[src/rtl/p405s_dtlb_shadow_array.sv]
// Data-side shadow TLB: ENTRIES fully associative translations, round-robin refill from the UTLB.
// Optional P405S_DSHADOW_MULTIHIT_EN adds a multiHit output and flushes the array on multi-match.
module p405s_dtlb_shadow_array #(
  parameter int ENTRIES = 4,
  parameter int EA_W    = 22,
  parameter int SIZE_W  = 7,
  parameter int IDX_W   = 2
) (
  input  logic              CB,
  input  logic              resetCore_NEG,
  input  logic              lookupValid,
  input  logic [EA_W-1:0]   lookupEa,
  input  logic              lookupState,
  input  logic              msrDR_NEG,
  output logic              Hit,
  output logic              Miss,
  output logic [IDX_W-1:0]  hitIdx,
  output logic              missReq,
  output logic [EA_W-1:0]   missEa,
  input  logic              fillValid,
  input  logic [EA_W-1:0]   fillEpn,
  input  logic [SIZE_W-1:0] fillSize,
  input  logic              fillState,
  input  logic              invalidateAll,
  output logic              busy
`ifdef P405S_DSHADOW_MULTIHIT_EN
  ,
  output logic              multiHit
`endif
);

  typedef enum logic [1:0] {IDLE, MISS_WAIT, FILL} state_t;

  localparam logic [ENTRIES-1:0] ONE_ENTRY = 1;
  localparam logic [IDX_W-1:0]   LAST_IDX  = IDX_W'(ENTRIES - 1);

  state_t             state_reg, state_next;
  logic [EA_W-1:0]    epn_mem  [ENTRIES];
  logic [SIZE_W-1:0]  size_mem [ENTRIES];
  logic               tag_mem  [ENTRIES];
  logic [ENTRIES-1:0] valid_reg;
  logic [IDX_W-1:0]   victim_reg;
  logic [EA_W-1:0]    fill_epn_reg;
  logic [SIZE_W-1:0]  fill_size_reg;
  logic               fill_state_reg;

  logic [ENTRIES-1:0] match;
  logic [IDX_W-1:0]   hit_idx_next;
  logic               any_match;
  logic               lookup_go;
  logic               hit_next, miss_next;
  logic               capture_miss, capture_fill, write_fill, clear_all;
`ifdef P405S_DSHADOW_MULTIHIT_EN
  logic               multi_match;
  logic               multi_next;
`endif

  // Vectors are little-endian here: size bit j masks EPN bits 2j+1:2j (the page-offset end).
  generate
    for (genvar gi = 0; gi < ENTRIES; gi++) begin : g_entry
      logic [EA_W-1:0] ign_mask;
      for (genvar gb = 0; gb < SIZE_W; gb++) begin : g_mask
        assign ign_mask[2*gb+1:2*gb] = {2{size_mem[gi][gb]}};
      end
      if (EA_W > 2*SIZE_W) begin : g_pad
        assign ign_mask[EA_W-1:2*SIZE_W] = '0;
      end
      assign match[gi] = valid_reg[gi] & (tag_mem[gi] == lookupState) &
                         (((epn_mem[gi] ^ lookupEa) & ~ign_mask) == '0);
    end
  endgenerate

  always_comb begin
    hit_idx_next = '0;
    for (int i = ENTRIES - 1; i >= 0; i--) begin
      if (match[i]) hit_idx_next = IDX_W'(i);
    end
  end

  assign any_match = |match;
  assign lookup_go = lookupValid & ~msrDR_NEG & ~invalidateAll;
`ifdef P405S_DSHADOW_MULTIHIT_EN
  assign multi_match = |(match & (match - ONE_ENTRY));
`endif

  always_comb begin
    state_next   = state_reg;
    hit_next     = 1'b0;
    miss_next    = 1'b0;
    capture_miss = 1'b0;
    capture_fill = 1'b0;
    write_fill   = 1'b0;
    clear_all    = invalidateAll;
`ifdef P405S_DSHADOW_MULTIHIT_EN
    multi_next   = 1'b0;
`endif
    case (state_reg)
      IDLE: begin
        if (lookup_go) begin
`ifdef P405S_DSHADOW_MULTIHIT_EN
          if (multi_match) begin
            miss_next  = 1'b1;
            multi_next = 1'b1;
            clear_all  = 1'b1;
          end else
`endif
          if (any_match) begin
            hit_next = 1'b1;
          end else begin
            miss_next    = 1'b1;
            capture_miss = 1'b1;
            state_next   = MISS_WAIT;
          end
        end
      end
      MISS_WAIT: begin
        if (invalidateAll) begin
          state_next = IDLE;
        end else if (fillValid) begin
          capture_fill = 1'b1;
          state_next   = FILL;
        end
      end
      FILL: begin
        state_next = IDLE;
        write_fill = ~invalidateAll;
      end
      default: state_next = IDLE;
    endcase
  end

  always_ff @(posedge CB or negedge resetCore_NEG) begin
    if (!resetCore_NEG) begin
      state_reg  <= IDLE;
      valid_reg  <= '0;
      victim_reg <= '0;
      Hit        <= 1'b0;
      Miss       <= 1'b0;
      hitIdx     <= '0;
      missEa     <= '0;
`ifdef P405S_DSHADOW_MULTIHIT_EN
      multiHit   <= 1'b0;
`endif
    end else begin
      state_reg <= state_next;
      Hit       <= hit_next;
      Miss      <= miss_next;
      hitIdx    <= hit_next ? hit_idx_next : '0;
`ifdef P405S_DSHADOW_MULTIHIT_EN
      multiHit  <= multi_next;
`endif
      if (capture_miss) missEa <= lookupEa;
      if (clear_all) valid_reg <= '0;
      else if (write_fill) valid_reg[victim_reg] <= 1'b1;
      if (write_fill) victim_reg <= (victim_reg == LAST_IDX) ? '0 : victim_reg + IDX_W'(1);
    end
  end

  // Entry payload needs no reset: an entry is only observable through its valid bit.
  always_ff @(posedge CB) begin
    if (capture_fill) begin
      fill_epn_reg   <= fillEpn;
      fill_size_reg  <= fillSize;
      fill_state_reg <= fillState;
    end
    if (write_fill) begin
      epn_mem[victim_reg]  <= fill_epn_reg;
      size_mem[victim_reg] <= fill_size_reg;
      tag_mem[victim_reg]  <= fill_state_reg;
    end
  end

  assign missReq = (state_reg == MISS_WAIT);
  assign busy    = (state_reg != IDLE);

endmodule

[config.mk]
export PLATFORM = sky130hd
export DESIGN_NAME = p405s_dtlb_shadow_array
export DESIGN_NICKNAME = d
export VERILOG_FILES = /design/src/rtl/p405s_dtlb_shadow_array.sv
export SDC_FILE = /design/constraint.sdc
export NUM_CORES = 1
export LEC_CHECK = 0
export ABC_AREA = 1
export ABC_CLOCK_PERIOD_IN_PS = 8100
export BUFFER_PORTS_ARGS = -buffer_cell sky130_fd_sc_hd__buf_2
export CAP_MARGIN = 20
export CORE_MARGIN = 8
export CORE_UTILIZATION = 50
export DETAILED_ROUTE_END_ITERATION = 10
export PLACE_DENSITY_LB_ADDON = 0.25
export SLEW_MARGIN = 20
export SYNTH_ARGS = -nofsm -noshare
export SYNTH_HDL_FRONTEND = slang
export SYNTH_SLANG_ARGS = --single-unit
[constraint.sdc]
create_clock -name CB -period 8.1 [get_ports CB]
set_input_delay 0.405 -clock CB [delete_from_list [all_inputs] [get_ports CB]]
set_output_delay 0.405 -clock CB [all_outputs]
set_load 0.01 [all_outputs]
==> impl_metrics.py <==
metrics = {
    "route": {
        "postRouteWirelength_um": 16200,
        "wl_per_cell_um": 15.5,
        "dr.pass1.iters": 5,
        "ant_nets": 0,
        "vias": 5057,
        "vias_per_cell": 4.85,
        "drc": 0,
        "first_iter_violations": 320,
    },
    "cells_and_area": {
        "top_register": "epn_mem",
        "n_antenna_cell": 0,
        "area_growth_pct": 15.7,
        "largest_registers": "epn_mem x88, size_mem x28",
        "largest_reg_flops": 88,
        "final_common_cell": "nand2_1",
        "fin_nets": 905,
        "instances_no_fill": 1043,
        "drive_above_1_share_pct": 16.8,
        "final_cell_mix": "289 x nand2_1, 150 x edfxtp_1, 112 x inv_1",
    },
    "clock_network": {
        "cts_sinks": 184,
        "cts_root_buf": "clkbuf_16",
        "cts_setup_buffers": 0,
        "cts_tree": "done",
        "clk_path_buf_depth": 2,
        "cts_resized": 0,
        "clock_latency_ps": 430,
        "numCtsBuffers": 17,
        "ctsHoldBuffers": 0,
        "cts.reportedPaths.clkPinSlew_ps": 70,
        "cts-htree-levels": 4,
    },
    "timing": {
        "fin_crit_ps": 2390,
        "hold_viol": 0,
        "setup_viol": 0,
        "maxSlewHeadroom_pct": 42.3,
        "fmax_mhz": 418,
        "tightestPinTransition_ps": 866,
        "tns_ps": 0,
        "setup_slack_ps": 5710,
        "rsz0062_at_grt": "no",
        "fin_skew_ps": 8.38,
        "min_period_over_period_pct": 29.5,
        "slew_violations": 0,
    },
    "die": {
        "die-area_mm2": 0.0198,
        "io_pins": 87,
        "die_h_um": 141,
        "die_w_um": 141,
        "core_area_mm2": 0.0152,
        "num_rows": 45,
        "start_util_pct": 51.0,
    },
    "synthesis": {
        "synthDistinctLibCells": 26,
        "synthCells": 743,
        "yosysWarningCount": 0,
        "ys_seq_elements": 184,
        "synth.avg_cell_area_um2": 10.4,
        "yosysSeqAreaShare_pct": 69.0,
        "synth_fp_nets": 806,
        "synthesis.area_mm2": 0.00776,
    },
    "placement": {
        "pre_cts_ws_ps": 5530,
        "port_buffers": 86,
        "place_inst": 1011,
        "dp_hpwl_um": 11300,
        "routabilityCongestion": 0.795,
    },
    "power_and_ir_drop": {
        "ir_drop_v": 0.000162,
        "power.density_mw_per_mm2": 221,
        "power.leakage_nw": 4.12,
    },
    "grt": {
        "grt_start_max_net_pins": 35,
        "grt_use_total_pct": 17.2,
        "grt_pass1_vias": 5215,
        "grt_pass1_wl_um": 26000,
        "antenna_found_initial": 0,
        "grt_overflow_total": 0,
    },
    "worst_setup_path": {
        "ff2ff_path_depth": 5,
        "crit_path_max_fanout": 24,
        "reg2reg_to": "epn_mem[1][17]$_DFFE_PP_",
        "worstPathArrival_ps": 2470,
        "ff2ff_setup_slack_ps": 5710,
        "startpoint_type": "flip-flop",
        "cp-end-kind": "flip-flop",
        "reg2reg_from": "state_reg[1]$_DFFE_PN0P_",
        "path_class": "reg -> reg",
        "crit_required_ps": 8180,
    },
    "status": {
        "outcome": "complete, no violations",
    },
    "run": {
        "max_cap_viol_count": 0,
    },
    "min_path": {
        "min_path_type": "in -> async",
    },
}
[per-layer routing]
metal	wire (um)	track usage, %	vias to the layer above
met1	7030	20.4	2362
met2	7990	29.7	124
li1	-	-	2551
met5	0	0	-
met3	890	4.21	20
met4	252	6.56	0
[how the worst max path moves through the flow]
stage	from	cells after the start	endpoint
6_report	state_reg[1]$_DFFE_PN0P_	5	epn_mem[1][17]$_DFFE_PP_
5_1_grt	state_reg[1]$_DFFE_PN0P_	5	epn_mem[1][17]$_DFFE_PP_
4_1_cts	state_reg[1]$_DFFE_PN0P_	5	epn_mem[1][13]$_DFFE_PP_
2_1_floorplan	invalidateAll	2	fill_epn_reg[0]$_DFFE_PP_
3_5_place_dp	invalidateAll	5	size_mem[1][1]$_DFFE_PP_
3_3_place_gp	invalidateAll	5	epn_mem[1][12]$_DFFE_PP_
[kinds of logic (layout without fill, tap and decap cells)]
kind of cell	Yosys count	count (layout)	synth area share [%]
simple gates	372	372	19.2
flops	184	184	69.0
xor+xnor	20	20	2.26
buf+inv	134	246	6.89
fa+ha+maj	4	4	0.645
compound gates	29	29	1.97
[where the power goes]
part           total [W]  internal, W  switching [W]
logic           0.000143    0.0000539      0.0000893
registers        0.00107      0.00105      0.0000201
clock network   0.000771     0.000425       0.000347
[synth_stat cells]
master,n,area (um^2)
buf_2,7,35.0
buf_4,2,15.0
buf_6,2,22.5
clkbuf_1,2,7.51
dfrtp_1,34,851
edfxtp_1,150,4500
ha_1,4,50.1
inv_1,112,420
inv_2,9,33.8
nand2_1,289,1080
nand2_2,2,12.5
nand2_4,1,11.3
nand3_1,32,160
nand3_2,2,20.0
nor2_1,37,139
nor2_4,1,11.3
nor3_1,1,5.00
nor3b_1,1,7.51
nor4_1,2,12.5
o211ai_1,1,7.51
o21ai_0,24,120
o22ai_1,4,25.0
or2_0,2,12.5
or2_1,2,12.5
xnor2_1,17,149
xor2_1,3,26.3
[through the flow]
| stage | total power (W) | cell area (um^2) | hold slack [ps] | utilization, % |
|---|---|---|---|---|
| after global placement | 0.00123 | 8410 | 453 | 55.3 |
| after CTS | 0.00200 | 8970 | 88.6 | 59.0 |
| after floorplan | 0.00116 | 7760 | 109 | - |
| after detailed placement | 0.00123 | 8410 | 458 | 55.3 |
| after global routing | 0.00205 | 8970 | 131 | 59.0 |
| final | 0.00198 | 8970 | 88.6 | 59.0 |
[critical path: stages (launching register included)]
cell	delay (ps)
dfrtp_1	430
inv_1	60
nor3_1	400
inv_1	280
nor2_2	400
buf_4	460
[cell type report]
type	count	area (um^2)
clock buffers	18	429
clock inverters	14	129
fillers	1219	6230
inverters	121	454
multi-input cells	425	1890
flip-flops and latches	184	5360
well taps	188	235
repair buffers	93	483
(Power assumes the default switching activity.)
